File: src/rtl/bram_walk_ctrl.sv
// Dual-port BRAM fill/readback walker.
// Writes an address-derived pattern, reads it back, counts and reports errors.
module bram_walk_ctrl #(
  parameter int DATA_W = 48,
  parameter int ADDR_W = 10,
  parameter int DEPTH  = 1024
) (
  input  logic              clk,
  input  logic              reset,
  input  logic              start,
  output logic [DATA_W-1:0] data_a,
  output logic [DATA_W-1:0] data_b,
  output logic [ADDR_W-1:0] addr_a,
  output logic [ADDR_W-1:0] addr_b,
  output logic              we_a,
  output logic              we_b,
  input  logic [DATA_W-1:0] q_a,
  input  logic [DATA_W-1:0] q_b,
  output logic [3:0]        nibble,
  output logic              done,
  output logic              pass,
  output logic [ADDR_W-1:0] fail_addr
);

  typedef enum logic [2:0] {
    S_IDLE,
    S_WRITE,
    S_READ,
    S_CHECK,
    S_DONE
  } state_t;

  localparam logic [ADDR_W-1:0] LAST_A = ADDR_W'(DEPTH - 2);
  localparam logic [ADDR_W-1:0] ONE_A  = ADDR_W'(1);
  localparam logic [ADDR_W-1:0] TWO_A  = ADDR_W'(2);

  function automatic logic [DATA_W-1:0] pat(
    input logic [ADDR_W-1:0] a
  );
    return {a, ~a, a, ~a, 8'hA5};
  endfunction

  state_t              r_state;
  logic [DATA_W-1:0]   r_data_a;
  logic [DATA_W-1:0]   r_data_b;
  logic [ADDR_W-1:0]   r_addr_a;
  logic [ADDR_W-1:0]   r_addr_b;
  logic                r_we;
  logic                r_rd;
  logic                r_rd_d;
  logic [ADDR_W-1:0]   r_exp_a;
  logic [ADDR_W-1:0]   r_exp_b;
  logic [3:0]          r_err;
  logic                r_found;
  logic [ADDR_W-1:0]   r_fail;
  logic                r_done;
  logic                r_pass;

  logic [ADDR_W-1:0]   w_nxt_a;
  logic [ADDR_W-1:0]   w_nxt_b;
  logic                w_miss_a;
  logic                w_miss_b;
  logic [4:0]          w_sum;
  logic [3:0]          w_err_nxt;

  assign w_nxt_a  = r_addr_a + TWO_A;
  assign w_nxt_b  = r_addr_b + TWO_A;

  // readback compare against the address presented one cycle earlier
  always_comb begin
    w_miss_a  = r_rd_d && (q_a != pat(r_exp_a));
    w_miss_b  = r_rd_d && (q_b != pat(r_exp_b));
    w_sum     = {1'b0, r_err}
              + {4'b0, w_miss_a}
              + {4'b0, w_miss_b};
    w_err_nxt = w_sum[4] ? 4'hF : w_sum[3:0];
  end

  // sequencer FSM, address pipeline and error accounting
  always_ff @(posedge clk) begin
    if (reset) begin
      r_state  <= S_IDLE;
      r_data_a <= '0;
      r_data_b <= '0;
      r_addr_a <= '0;
      r_addr_b <= '0;
      r_we     <= 1'b0;
      r_rd     <= 1'b0;
      r_rd_d   <= 1'b0;
      r_exp_a  <= '0;
      r_exp_b  <= '0;
      r_err    <= '0;
      r_found  <= 1'b0;
      r_fail   <= '0;
      r_done   <= 1'b0;
      r_pass   <= 1'b0;
    end else begin
      r_rd_d  <= r_rd;
      r_exp_a <= r_addr_a;
      r_exp_b <= r_addr_b;
      if (r_rd_d) begin
        r_err <= w_err_nxt;
        if (!r_found && (w_miss_a || w_miss_b)) begin
          r_found <= 1'b1;
          r_fail  <= w_miss_a ? r_exp_a : r_exp_b;
        end
      end
      unique case (r_state)
        S_IDLE, S_DONE: begin
          if (start) begin
            r_state  <= S_WRITE;
            r_addr_a <= '0;
            r_addr_b <= ONE_A;
            r_data_a <= pat('0);
            r_data_b <= pat(ONE_A);
            r_we     <= 1'b1;
            r_err    <= '0;
            r_found  <= 1'b0;
            r_fail   <= '0;
            r_done   <= 1'b0;
            r_pass   <= 1'b0;
          end
        end
        S_WRITE: begin
          if (r_addr_a == LAST_A) begin
            r_state  <= S_READ;
            r_addr_a <= '0;
            r_addr_b <= ONE_A;
            r_data_a <= '0;
            r_data_b <= '0;
            r_we     <= 1'b0;
            r_rd     <= 1'b1;
          end else begin
            r_addr_a <= w_nxt_a;
            r_addr_b <= w_nxt_b;
            r_data_a <= pat(w_nxt_a);
            r_data_b <= pat(w_nxt_b);
          end
        end
        S_READ: begin
          if (r_addr_a == LAST_A) begin
            r_state <= S_CHECK;
            r_rd    <= 1'b0;
          end else begin
            r_addr_a <= w_nxt_a;
            r_addr_b <= w_nxt_b;
          end
        end
        S_CHECK: begin
          r_state <= S_DONE;
          r_done  <= 1'b1;
          r_pass  <= (w_err_nxt == 4'd0);
        end
        default: r_state <= S_IDLE;
      endcase
    end
  end

  assign data_a    = r_data_a;
  assign data_b    = r_data_b;
  assign addr_a    = r_addr_a;
  assign addr_b    = r_addr_b;
  assign we_a      = r_we;
  assign we_b      = r_we;
  assign nibble    = r_err;
  assign done      = r_done;
  assign pass      = r_pass;
  assign fail_addr = r_fail;

endmodule

File: config.mk
export PLATFORM = sky130hd
export DESIGN_NAME = bram_walk_ctrl
export DESIGN_NICKNAME = d
export VERILOG_FILES = /design/src/rtl/bram_walk_ctrl.sv
export SDC_FILE = /design/constraint.sdc
export NUM_CORES = 1
export LEC_CHECK = 0
export BUFFER_PORTS_ARGS = -buffer_cell sky130_fd_sc_hd__buf_2
export CAP_MARGIN = 20
export CORE_UTILIZATION = 39
export CTS_CLUSTER_DIAMETER = 100
export DETAILED_ROUTE_END_ITERATION = 12
export GPL_TIMING_DRIVEN = 0
export PLACE_DENSITY = 0.73
export SLEW_MARGIN = 40
export SYNTH_ARGS = -nofsm -noshare
export SYNTH_HDL_FRONTEND = slang
export SYNTH_SLANG_ARGS = --single-unit
File: constraint.sdc
create_clock -name clk -period 6.3 [get_ports clk]
set_clock_uncertainty 0.1 [all_clocks]
set_input_delay 0 -clock clk [delete_from_list [all_inputs] [get_ports clk]]
set_output_delay 0 -clock clk [all_outputs]
set_load 0.02 [all_outputs]
# Yosys cells after proc, flatten, opt, wreduce, memory -nomap -nowiden

Cells that the tools add are included.

Input port bits: 99
Register bits: 159
Bits in writable memories: 0
Memory bits (read-only): 0
Bits in latches: 0
Memories: 0

Mux-type cells: 39
Shift-type cells: 0
Equal/unequal tests: 11
Reduce and logical (&&, ||, !) cells: 18
Bitwise operators: 4
$add $sub $neg: 4
Div/mod/pow operators: 0
Magnitude comparators: 0
Multipliers: 0

Operators with widths:

| cell                  | count |
|---|---|
| $mux 48               | 4 |
| $pmux 48 s2           | 2 |
| $mux 10               | 11 |
| $ne 48x48->1          | 2 |
| $pmux 10 s3           | 2 |
| $not 10->10           | 4 |
| $add 10x2->10 const B | 2 |
| $mux 4                | 4 |
| $pmux 3 s4            | 1 |
| $reduce_and 3->1      | 4 |
| $eq 10x10->1 const B  | 1 |
| $mux 3                | 3 |
| $mux 1                | 8 |
| $ne 2x2->1 const B    | 4 |
| $pmux 1 s2            | 4 |
| $eq 3x2->1 const B    | 2 |
| $reduce_bool 2->1     | 3 |
| $add 4x1->5           | 1 |
| $add 5x1->5           | 1 |
| $logic_not 4->1       | 1 |
| $reduce_and 2->1      | 2 |
| $eq 3x1->1 const B    | 1 |
| $eq 3x3->1 const B    | 1 |
| $logic_and 1x1->1     | 3 |
| other kinds (5)       | 5 |

# Logic depth before layout (Yosys ltp)

Gate-level depths: netlist (run 1).

Depth after elaboration: 9
Mapped depth: 14

# Worst setup path before layout (run 1)

OpenSTA, ideal clock, no wires.

Path kind: reg-to-reg
Start point: register r_exp_a[4]
End point: register r_err[1], in the netlist nibble[1]
Cell stages (with the launch flop): 12
Arrival: 2,443 ps
Setup slack: 3,639 ps
Buffers on the path: 1
Clock period less this slack: 2,661 ps
Setup time: 119 ps
Cells stage by stage: dfxtp_1 > or4b_1 > a222oi_1 > and4b_4 > buf_12 > or2b_4 > fa_1 > inv_1 > ha_1 > nand3_1 > nand2_1 > o221a_1

Cells in the longest elaborated chain, start to end: 9

RTL lines:

| element                | RTL line | text |
|---|---|---|
| from (decl)            | 51       | `logic [ADDR_W-1:0] r_exp_a;` |
| from (signal assigned) | 99       | `r_exp_a <= r_addr_a;` |
| $not 10->10            | 40       | `return {a, ~a, a, ~a, 8'hA5};` |
| $ne 48x48->1 (*)       | 71       | `w_miss_a = r_rd_d && (q_a != pat(r_exp_a));` |
| $logic_and 1x1->1 (*)  | 71       |  |
| $add 4x1->5 (*)        | 74       | `+ {4'b0, w_miss_a}` |
| $add 5x1->5 (*)        | 75       | `+ {4'b0, w_miss_b};` |
| $mux 4 (*)             | 76       | `w_err_nxt = w_sum[4] ? 4'hF : w_sum[3:0];` |
| $mux 4 (*)             | 101      | `if (r_rd_d) begin` |
| $mux 4                 | 110      | `if (start) begin` |
| $mux 4 (*)             | 108      | `unique case (r_state)` |
| to (signal assigned)   | 102      | `r_err <= w_err_nxt;` |
| to (decl)              | 53       | `logic [3:0] r_err;` |

Every way passes the cells marked *; elsewhere a longest branch is shown, timed or not.
A chain may end at the register's enable or synchronous reset.

# Worst setup path in the final report (run 1)

Start point: register r_exp_a[4]
End point: register r_pass, in the netlist pass

Cells in the longest elaborated chain, start to end: 8

RTL lines:

| element               | RTL line | text |
|---|---|---|
| $not 10->10           | 40       |  |
| $ne 48x48->1 (*)      | 71       |  |
| $logic_and 1x1->1 (*) | 71       |  |
| $add 4x1->5 (*)       | 74       |  |
| $add 5x1->5 (*)       | 75       |  |
| $mux 4 (*)            | 76       |  |
| $logic_not 4->1 (*)   | 152      | `r_pass <= (w_err_nxt == 4'd0);` |
| $pmux 1 s2 (*)        | 108      |  |
| to (signal assigned)  | 152      |  |
| to (decl)             | 57       | `logic r_pass;` |

Marks and branches as above.

==> metrics.md, run 1 <==
| Metric | Value |
|---|---|
| Tcrit/Tclk final | 46.9% |
| Most repeated cell in the gate-level netlist after synthesis | dfxtp_1 |
| I/O pin count | 233 |
| Slowest-stage cell, CP | or4b_1 |
| Sequential area share after synthesis | 40.0% |
| Synth unique cells | 68 |
| Total CTS buffers | 9 |
| Layout cell share with drive strength beyond 1 | 38.2% |
| ANT cells | 0 |
| Die Area | 13500 um2 |
| Fin. Hold Viols | 0 |
| Sink Count | 102 |
| Core Area | 12700 um2 |
| Fmax | 339 MHz |
| Remaining global-route overflow | 0 |
| Cell at the root of the clock tree | clkbuf_16 |
| Worst R2R End | pass |
| Drt total wl | 14900 um |
| Hold Path Depth | 2 |
| Pre-CTS WS | 3.34 ns |
| CP max FO | 10 |
| Critical Path RT | 6.44 ns |
| Share of Yosys cell area claimed by the top area cell type | 40.0% |
| Worst VDD drop | 125 uV |
| Max_cap viols | 0 |
| Lkg Pwr | 3.24 nW |
| # rows | 41 |
| H-tree lvl count | 3 |
| Post-synth EDFFs | 0 |
| Number of global-route vias before repair | 4099 |
| Setup bufs post-CTS | 0 |
| Iter 0 DRT Violations | 206 |
| RSZ-0062 raised after global routing | false |
| Reg-to-reg slack, setup | 3.35 ns |
| Pwr Density | 224 nW/um2 |
| Netlist Area Pre-Place | 5100 um2 |
| Area leader, netlist | dfxtp_1 |
| Syn-to-layout area delta | 33.0% |
| Commonest cells post-synth | dfxtp_1 (102), nor2_1 (74), buf_4 (57) |
| Flop pwr share | 45.3% |
| Final nets | 923 |
| Final ANT Viol Nets | 0 |
| Final setup viols | 0 |
| CTS tree | yes |
| Skew-Pair Late Insertion Delay | 0.34 ns |
| Starting Density | 40.2% |
| CP arrival | 3.09 ns |
| Worst R2R Path Depth | 13 |
| Slew margin rel. | 61.5% |
| Critical path cell sequence | or4b_1 -> a222oi_1 -> and4b_4 -> buf_12 -> or2b_4 -> fa_1 -> inv_1 -> ha_1 -> nand2_1 -> a21o_1 -> o21ai_0 -> nand4_1 -> o21ai_1 |
| Clk slew on worst S/H paths | 0.07 ns |
| Mapped Cells | 578 |
| Die height | 116 um |
| Hold path startpoint | reset |
| Status | finished clean |
| Top FF cell, synth | dfxtp_1 |
| Crit Path Category | flip-flop to flip-flop |
| Hold bufs inserted after CTS | 1 |
| RD Place Congestion | 0.822 |
| Worst setup margin | 3.35 ns |
| Avg Cell Area, Syn | 8.82 um2 |
| DR WL/cell | 14.9 um |
| Vias per std cell | 4.96 |
| Crit end category | flip-flop |
| FF/Latch Area | 2040 um2 |
| Area of the multi-input gates | 2530 um2 |
| DRT Pass-1 Iters | 5 |
| Actual slew at the worst max-slew pin | 0.577 ns |
| Synthesized flop and latch total | 102 |
| Port Buffer Count | 222 |
| Fin crit period | 2.95 ns |
| Hold worst-path end | r_exp_a[1] |
| Int Pwr | 1.10 mW |
| Comb power frac | 16.5% |
| Setup tns final | 0 ns |
| Initial antenna violation count | 0 |
| Number of gates resized after CTS | 0 |
| First-pass GRT wire length | 21600 um |
| Crit-path max cell delay | 0.54 ns |
| Total track usage | 21.1% |
| Via count | 4942 |
| Synth area leaders | dfxtp_1 (40%), buf_4 (8.4%), nor2_1 (5.4%) |
| DP HPWL | 11700 um |
| Clock Path Buffers | 2 |
| Yosys warns | 0 |
| Final Max Tran Viols | 0 |
| RR Startpoint | r_exp_a[4] |
| Setup crit start kind | flip-flop |
| Ys async rst share | 0% |
| Largest net degree at the start of global routing | 19 |
| # fillers | 1231 |
| Hold Crit Class | input port to flip-flop |
| Switching share of total power | 27.7% |
| DRC | 0 |
| Clk pwr share | 38.2% |
| Psw | 0.421 mW |
| Die width | 116 um |
[how the worst max path moves through the flow]
stage	to	depth (start not counted)	from	slack, ns
floorplan	nibble[1]	11	r_exp_a[4]	3.64
global placement	nibble[1]	11	r_exp_a[4]	3.34
detailed placement	nibble[1]	11	r_exp_a[4]	3.34
CTS	nibble[1]	11	r_exp_a[4]	3.33
global route	pass	13	r_exp_a[4]	3.23
finish	pass	13	r_exp_a[4]	3.35
[cell usage in the layout (no fill, tap or decap), types with 16 or more instances in the layout]
master,netlist,layout
a21oi_1,38,38
clkbuf_1,17,17
nor3_1,17,17
buf_2,0,222
nor2_1,74,74
o21ai_1,16,16
buf_4,57,57
dfxtp_1,102,102
nand2_1,32,32
nor2b_1,20,20
[critical path: cells and delay by family, from the launching register on]
| family | cells | cell delay (ns) |
|---|---|---|
| AND/OR/NAND/NOR | 5 | 1.20 |
| AO/OA/AOI/OAI | 4 | 0.57 |
| flip-flops | 1 | 0.39 |
| adder cells (fa/ha/maj) | 2 | 0.39 |
| buffers and inverters | 2 | 0.21 |
[state kept, by name, indices dropped and copies added, names as in the netlist, 3 cells and up]
| register | count |
|---|---|
| addr_a | 9 |
| addr_b | 10 |
| data_a | 21 |
| data_b | 20 |
| fail_addr | 10 |
| nibble | 4 |
| r_exp_a | 9 |
| r_exp_b | 10 |
| r_state | 3 |
[per-layer routing]
layer	wire [um]	vias up	GRT usage, %
met5	0	-	0
met4	159	0	5.64
met3	1160	15	3.94
met2	7080	208	36.3
met1	6500	2241	27.0
li1	-	2478	-
[cell families after synthesis]
family                     Yosys count  synth area share (%)
adders and majority gates            4                  1.13
AOI/OAI and AO/OA                  114                  15.1
DFF                                102                  40.0
xor gates and xnor gates            20                  3.44
and+or+nand+nor                    244                  27.5
other                                1                0.0735
muxes                                9                  1.77
buffers and inverters               84                  11.0
[layout make-up]
| type | count | share of cell area, % |
|---|---|---|
| plain buffers | 79 | 7.99 |
| inverters | 5 | 0.277 |
| repair buffers | 223 | 16.5 |
| flip-flops and latches | 102 | 30.1 |
| clock inverters | 6 | 1.16 |
| well taps | 172 | 3.17 |
| clock buffers | 10 | 3.52 |
| multi-input cells | 400 | 37.2 |
[power by group through the flow]
| stage | Combinational (mW) | Clock, mW | Sequential [mW] |
|---|---|---|---|
| after CTS | 0.252 | 0.590 | 0.689 |
| after global routing | 0.273 | 0.619 | 0.693 |
| after global placement | 0.248 | 0 | 0.704 |
| after detailed placement | 0.250 | 0 | 0.704 |
| final | 0.251 | 0.580 | 0.689 |
| after floorplan | 0.135 | 0 | 0.720 |
[per-stage QoR]
step | cells | hold WS, ns | instance area [um2] | power (mW) | utilization, %
2_1_floorplan | 586 | 0.0864 | 5130 | 0.855 | -
3_3_place_gp | 980 | 0.228 | 6450 | 0.952 | 50.9
3_5_place_dp | 980 | 0.241 | 6450 | 0.954 | 50.9
4_1_cts | 997 | 0.0850 | 6780 | 1.53 | 53.5
5_1_grt | 997 | 0.130 | 6780 | 1.58 | 53.5
6_report | 997 | 0.103 | 6780 | 1.52 | 53.5
Note: power is estimated with default switching activity, not from simulation.
==> run 2, diff against run 1 <==
--- a/config.mk
+++ b/config.mk
@@ -5,13 +5,14 @@
 export SDC_FILE = /design/constraint.sdc
 export NUM_CORES = 1
 export LEC_CHECK = 0
+export ABC_AREA = 1
 export BUFFER_PORTS_ARGS = -buffer_cell sky130_fd_sc_hd__buf_2
 export CAP_MARGIN = 20
 export CORE_UTILIZATION = 39
 export CTS_CLUSTER_DIAMETER = 100
 export DETAILED_ROUTE_END_ITERATION = 12
 export GPL_TIMING_DRIVEN = 0
-export PLACE_DENSITY = 0.73
+export PLACE_DENSITY = 0.75
 export SLEW_MARGIN = 40
 export SYNTH_ARGS = -nofsm -noshare
 export SYNTH_HDL_FRONTEND = slang
==> constraint.sdc (replaced) <==
create_clock -name clk -period 2.7 [get_ports clk]
set_clock_uncertainty 0.1 [all_clocks]
set_input_delay 0 -clock clk [delete_from_list [all_inputs] [get_ports clk]]
set_output_delay 0 -clock clk [all_outputs]
set_load 0.02 [all_outputs]
==> run 2 against run 1 <==
Worst setup slack got worse by 3.2 ns; total power increased to 2.6 times the previous value; count of clock-buffer cells in the layout unchanged; global-route usage increased by 0.88 points; maximum frequency increased by 17%; first-iteration DRC count increased by 45%; sequential share of layout area decreased by 2.1 points; register-to-register slack got worse by 3.2 ns; sequential power increased by 150%; die area increased by 11%; via count increased by 17%; largest power group unchanged.
==> metrics.md, run 2 <==
| Metric | Value |
|---|---|
| Status | finished clean |
| Setup tns final | 0 ns (unchanged) |
| Die Area | 15000 um2 (+11%) |
| Tcrit/Tclk final | 93.4% (+47 points) |
| Final ANT Viol Nets | 0 (unchanged) |
| Crit Path Category | flip-flop to flip-flop |
| Hold bufs inserted after CTS | 0 (-1) |
| CP arrival | 2.69 ns (-0.40 ns) |
| Fin. Hold Viols | 0 (unchanged) |
| Crit end category | flip-flop |
| Core Area | 14000 um2 (+10%) |
| First-pass GRT wire length | 25400 um (+17%) |
| Remaining global-route overflow | 0 (unchanged) |
| Die width | 122 um (+5.2%) |
| RD Place Congestion | 0.868 (+5.6%) |
| Netlist Area Pre-Place | 5650 um2 (+11%) |
| Clk slew on worst S/H paths | 0.07 ns (about the same) |
| # rows | 43 (+4.9%) |
| Top FF cell, synth | dfxtp_1 |
| Hold Slack | 0.000987 ns (-0.102 ns) |
| Worst setup margin | 0.178 ns (-3.17 ns) |
| I/O pin count | 233 (unchanged) |
| Clock Path Buffers | 2 (unchanged) |
| Final Max Tran Viols | 0 (unchanged) |
| Area leader, netlist | dfxtp_1 |
| Pwr Density | 542 nW/um2 (+140%) |
| Pre-CTS WS | -0.134 ns (-3.47 ns) |
| H-tree lvl count | 3 (unchanged) |
| DR WL/cell | 13.2 um (-12%) |
| Yosys warns | 0 (unchanged) |
| Worst VDD drop | 355 uV (+180%) |
| DRT Pass-1 Iters | 5 (unchanged) |
| CP max FO | 5 (-5) |
| Skew-Pair Late Insertion Delay | 0.34 ns (about the same) |
| Port Buffer Count | 222 (unchanged) |
| Fin crit period | 2.52 ns (-0.431 ns) |
| Synthesized flop and latch total | 102 (unchanged) |
| Ys async rst share | 0% (unchanged) |
| Slew margin rel. | 61.2% (-0.34 points) |
| Commonest non-fill, non-tap cell in the layout | nand2_1 |
| Syn-to-layout area delta | 30.5% |
| RSZ-0062 raised after global routing | false |
| Critical Path RT | 2.87 ns (-3.57 ns) |
| Lkg Pwr | 3.84 nW (+18%) |
| Via count | 5775 (+17%) |
| Initial antenna violation count | 0 (unchanged) |
| Cell at the root of the clock tree | clkbuf_16 |
| Drt total wl | 16500 um (+11%) |
| Total CTS buffers | 9 (unchanged) |
| Setup crit start kind | flip-flop |
| Final nets | 1171 (+27%) |
| Sink Count | 102 (unchanged) |
| DRC | 0 (unchanged) |
| Hold Crit Class | input port to flip-flop |
| Final setup viols | 0 (unchanged) |
| Iter 0 DRT Violations | 298 (+45%) |
| Actual slew at the worst max-slew pin | 0.582 ns (+0.00505 ns) |
| CTS tree | yes |
| Largest net degree at the start of global routing | 19 (unchanged) |
| Number of global-route vias before repair | 5278 (+29%) |
| Commonest cells post-synth | nand2_1 (227), nor2_1 (112), dfxtp_1 (102) |
| Pwr Total | 4.00 mW (+160%) |
| Most frequent cells in the layout | nand2_1 (227), buf_2 (224), nor2_1 (110) |
| Synth area leaders | dfxtp_1 (36%), nand2_1 (15%), buf_4 (7.8%) |
| Layout cell share with drive strength beyond 1 | 32.8% (-5.4 points) |
| Max reg flops | 21 (unchanged) |
| Finished layout cell area | 7370 um2 (+8.7%) |
| DP HPWL | 13000 um (+11%) |
| Die height | 122 um (+5.2%) |
| Most repeated cell in the gate-level netlist after synthesis | nand2_1 |
| Post-synth EDFFs | 0 (unchanged) |
| Starting Density | 40.4% (+0.15 points) |
| Share of Yosys cell area claimed by the top area cell type | 36.1% (-3.9 points) |
| Sequential area share after synthesis | 36.1% (-3.9 points) |
| Avg Cell Area, Syn | 6.84 um2 (-22%) |
| Placed cell areas | 7020 um2 (+8.7%) |
| Total track usage | 22.0% (+0.88 points) |
| Fmax | 396 MHz (+17%) |
| Max_cap viols | 0 (unchanged) |
| Synth unique cells | 41 (-40%) |
| Vias per std cell | 4.61 (-7.0%) |
| Mapped Cells | 826 (+43%) |
| ANT cells | 0 (unchanged) |
run 2: cell types whose count changed after synthesis, sizes merged, moves of 12 or more:
cell	previous run	this run
o22ai	14	2
nor3b	14	0
nor2	74	119
inv	5	101
nor2b	20	0
o21ai	22	38
nand2	34	234
and3b	14	0
xnor2	6	24
run 2: cell families (layout without fill, tap and decap cells):
group | count (synthesis) | in the layout | share of synthesized area [%]
adder cells (fa/ha/maj) | 4 | 4 | 1.02
buffers and inverters | 181 | 420 | 16.7
flip-flops | 102 | 102 | 36.1
XOR/XNOR | 45 | 45 | 6.98
AND/OR/NAND/NOR | 385 | 385 | 28.6
other | 1 | 9 | 0.0664
AO/OA/AOI/OAI | 108 | 108 | 10.5
run 2: metrics by stage:
step,std cells,util [%]
2_1_floorplan,834,-
3_3_place_gp,1236,50.2
3_5_place_dp,1236,50.2
4_1_cts,1252,52.3
5_1_grt,1253,52.7
6_report,1253,52.7
run 2: timing repair:
item                       in CTS  in global routing
pin swaps                       1                  5
setup endpoints to repair       3                  3
setup buffers                   0                  2
gates resized for setup         8                 23
run 2: layout make-up:
type | instances | area, um2
clock buffer | 10 | 229
inverter | 101 | 379
sequential | 102 | 2060
clock inverter | 6 | 55.1
buffer | 79 | 556
multi-input combinational | 551 | 2740
tap | 180 | 225
timing repair buffer | 224 | 1130
fill | 1405 | 6620
run 2: worst paths after layout:
check / depth (start not counted) / slack (ns) / startpoint / endpoint
worst max-delay path: 15 / 0.18 / r_exp_b[8] / pass
worst min-delay path: 2 / 0.001 / reset / r_exp_b[8]
worst max register to register: 15 / 0.18 / r_exp_b[8] / pass
worst min register to register: 2 / 0.35 / r_rd / r_rd_d
run 2: worst max-delay path, cell delays in order, from the launching register on:
cell	delay [ns]
dfxtp_1	0.30
buf_4	0.16
xor2_1	0.17
nand2_1	0.06
nor2_1	0.04
nand2_1	0.07
nor2_2	0.04
nand3_2	0.10
nand2_4	0.09
fa_1	0.41
inv_1	0.09
ha_2	0.26
or2_2	0.29
inv_1	0.07
nand3_1	0.07
o21ai_1	0.14
run 2: where the power goes:
| part | leakage (nW) | switching [mW] | total (mW) | internal [mW] |
|---|---|---|---|---|
| registers | 0.838 | 0.0951 | 1.69 | 1.60 |
| logic | 2.87 | 0.659 | 1.07 | 0.413 |
| clock network | 0.133 | 0.594 | 1.24 | 0.642 |
run 2: routing by layer:
metal | part of all wire, % | routed length (um) | GRT usage, % | vias to the layer above
li1 | - | - | - | 2964
met1 | 43 | 7050 | 26.3 | 2561
met2 | 48 | 7920 | 39.2 | 229
met3 | 7.6 | 1250 | 4.37 | 21
met4 | 1.6 | 272 | 7.01 | 0
met5 | 0 | 0 | 0 | -
==> run 3, diff against run 2 <==
--- a/config.mk
+++ b/config.mk
@@ -8,11 +8,13 @@
 export ABC_AREA = 1
 export BUFFER_PORTS_ARGS = -buffer_cell sky130_fd_sc_hd__buf_2
 export CAP_MARGIN = 20
+export CORE_MARGIN = 5
 export CORE_UTILIZATION = 39
 export CTS_CLUSTER_DIAMETER = 100
 export DETAILED_ROUTE_END_ITERATION = 12
 export GPL_TIMING_DRIVEN = 0
 export PLACE_DENSITY = 0.75
+export SETUP_SLACK_MARGIN = 0.3
 export SLEW_MARGIN = 40
 export SYNTH_ARGS = -nofsm -noshare
 export SYNTH_HDL_FRONTEND = slang
==> run 3 against run 2 <==
Core utilization is 0.61 points lower; worst hold slack better by 0.0048 ns; sequential power hardly changed; combinational power hardly changed; cell count is 0.88% higher; sequential share of layout area is 0.35 points lower; routed wire length is 6.9% higher; via count is 0.69% higher; non-clock buffer count is 7 higher; critical path depth is 5 higher; clock power hardly changed; first-iteration DRC count is 32% higher; critical path type unchanged; critical endpoint unchanged; largest cell class unchanged; largest power group unchanged; highest routed layer unchanged.
==> metrics.md, run 3 (synthesis gave the netlist of run 2 again) <==
| Metric | Value |
|---|---|
| Status | finished clean |
| Setup crit start kind | flip-flop |
| Sink Count | 102 (unchanged) |
| RSZ-0062 raised after global routing | true |
| Core Area | 14400 um2 (+2.7%) |
| Initial antenna violation count | 0 (unchanged) |
| Port Buffer Count | 222 (unchanged) |
| Tcrit/Tclk final | 88.8% (-4.7 points) |
| Die width | 130 um (+6.5%) |
| First-pass GRT wire length | 26300 um (+3.6%) |
| Number of global-route vias before repair | 5296 (+0.34%) |
| Clock Path Buffers | 2 (unchanged) |
| Crit Path Category | flip-flop to flip-flop |
| Total CTS buffers | 9 (unchanged) |
| Iter 0 DRT Violations | 393 (+32%) |
| Setup tns final | 0 ns (unchanged) |
| Comb power frac | 26.8% (about the same) |
| Die height | 130 um (+6.5%) |
| CTS tree | yes |
| CP arrival | 2.57 ns (-0.12 ns) |
| Final setup viols | 0 (unchanged) |
| Pwr Density | 540 nW/um2 (-0.42%) |
| Worst R2R Path Depth | 20 (+5) |
| Worst setup margin | 0.303 ns (+0.126 ns) |
| Pre-CTS WS | -0.0271 ns (+0.107 ns) |
| Worst setup path startpoint | r_exp_a[3] |
| Hold Crit Class | input port to flip-flop |
| Psw | 1.38 mW (+2.6%) |
| Hold path startpoint | start |
| Lkg Pwr | 3.91 nW (+1.7%) |
| Cell at the root of the clock tree | clkbuf_16 |
| Hold Slack | 0.00580 ns (+0.00482 ns) |
| ANT cells | 0 (unchanged) |
| I/O pin count | 233 (unchanged) |
| Remaining global-route overflow | 0 (unchanged) |
| Skew-Pair Late Insertion Delay | 0.35 ns (about the same) |
| Fmax | 417 MHz (+5.2%) |
| Drt total wl | 17600 um (+6.9%) |
| CP max FO | 6 (+1) |
| RD Place Congestion | 0.870 (+0.27%) |
| Pwr Total | 4.04 mW (+1.1%) |
| Final Max Tran Viols | 0 (unchanged) |
| DP HPWL | 14100 um (+7.8%) |
| Int Pwr | 2.66 mW (+0.34%) |
| Commonest non-fill, non-tap cell in the layout | buf_2 |
| Reg-to-reg slack, setup | 0.30 ns (+0.13 ns) |
| H-tree lvl count | 3 (unchanged) |
| Fin crit period | 2.40 ns (-0.126 ns) |
| # fillers | 1451 (+3.3%) |
| Critical Path RT | 2.88 ns (about the same) |
| Final ANT Viol Nets | 0 (unchanged) |
| Crit end category | flip-flop |
| DR WL/cell | 13.9 um (+6.0%) |
| Fin. Hold Viols | 0 (unchanged) |
| Worst VDD drop | 318 uV (-11%) |
| RR Startpoint | r_exp_a[3] |
| Starting Density | 39.3% (-1.1 points) |
| DRC | 0 (unchanged) |
| Placed cells | 1240 (+0.32%) |
| Most frequent cells in the layout | buf_2 (224), nand2_1 (223), nor2_1 (110) |
| Largest net degree at the start of global routing | 20 (+1) |
| Flop pwr share | 41.8% (-0.5 points) |
| # rows | 44 (+2.3%) |
| Switching share of total power | 34.2% (+0.50 points) |
| Hold worst-path end | we_a |
| Max_cap viols | 0 (unchanged) |
| Worst R2R End | pass |
| Via count | 5815 (+0.69%) |
| Hold Path Depth | 5 (+3) |
| Syn-to-layout area delta | 32.5% |
| DRT Pass-1 Iters | 8 (+3) |
| Max reg flops | 21 (unchanged) |
| Total track usage | 19.9% (-2.1 points) |
| Vias per std cell | 4.60 (-0.18%) |
| Slew margin rel. | 63.2% (+2.0 points) |
| Layout Cells excl Fill | 1264 (+0.88%) |
| Clk slew on worst S/H paths | 0.07 ns (about the same) |
| Die Area | 17000 um2 (+14%) |
| Actual slew at the worst max-slew pin | 0.551 ns (-0.0305 ns) |
| Final nets | 1178 (+0.60%) |
| Clk pwr share | 31.4% (+0.5 points) |
| Hold bufs inserted after CTS | 0 (unchanged) |
| Layout cell share with drive strength beyond 1 | 34.5% (+1.7 points) |
run 3: cell types whose count changed in the layout (fill, tap and decap cells not counted), sizes merged:
cell and delta:
clkinv +2, clkinvlp -1, buf +7, clkbuf -1
run 3: what timing repair did:
action,in CTS,in global routing
buffers inserted,4,4
pin swaps,10,13
gates resized for setup,29,19
setup endpoints to repair,5,5
gates cloned,0,0
run 3: power by group through the flow:
| stage | clock (mW) | sequential, mW | combinational [mW] |
|---|---|---|---|
| 2_1_floorplan | 0 | 1.80 | 0.622 |
| 3_3_place_gp | 0 | 1.72 | 1.07 |
| 3_5_place_dp | 0 | 1.73 | 1.07 |
| 4_1_cts | 1.29 | 1.69 | 1.08 |
| 5_1_grt | 1.35 | 1.70 | 1.19 |
| 6_report | 1.27 | 1.69 | 1.08 |
run 3: how the worst max path moves through the flow:
stage,endpoint,slack (ns),cells past startpoint
2_1_floorplan,pass,0.32,17
3_3_place_gp,pass,0.006,17
3_5_place_dp,pass,-0.03,19
4_1_cts,pass,0.24,20
5_1_grt,pass,0.15,19
6_report,pass,0.30,20
run 3: through the flow:
stage	utilization, %	area, um2
floorplan	-	5680
global placement	48.9	7030
detailed placement	48.9	7030
CTS	51.6	7410
global route	52.1	7480
finish	52.1	7480
run 3: worst max-delay path: stages (launching register included):
cell     delay [ns]
dfxtp_2        0.32
buf_6          0.13
nand2_2        0.06
inv_1          0.03
nor2_1         0.09
nand2_1        0.06
nor2_1         0.09
nand2_1        0.08
nor2_2         0.12
nand3_4        0.11
nand2_8        0.08
buf_6          0.10
fa_2           0.18
inv_2          0.05
ha_4           0.16
inv_2          0.06
nor3_4         0.04
or2_4          0.23
inv_2          0.06
nand3_2        0.05
o21ai_1        0.11
run 3: final cells by class:
type / count / area, um2 / share of cell area [%]
multi-input cells: 551 / 2770 / 37.0
repair buffers: 230 / 1170 / 15.6
clock inverters: 7 / 71.3 / 0.953
flip-flops and latches: 102 / 2070 / 27.6
inverters: 101 / 382 / 5.10
clock buffers: 9 / 225 / 3.01
plain buffers: 80 / 567 / 7.57
well taps: 184 / 230 / 3.08
run 3: per-layer routing:
| layer | part of all wire (%) | vias up | GRT usage, % |
|---|---|---|---|
| met2 | 47 | 244 | 34.6 |
| met4 | 1.8 | 0 | 4.96 |
| met3 | 9.3 | 24 | 4.79 |
| met1 | 42 | 2573 | 24.7 |
| li1 | - | 2974 | - |
| met5 | 0 | - | 0 |
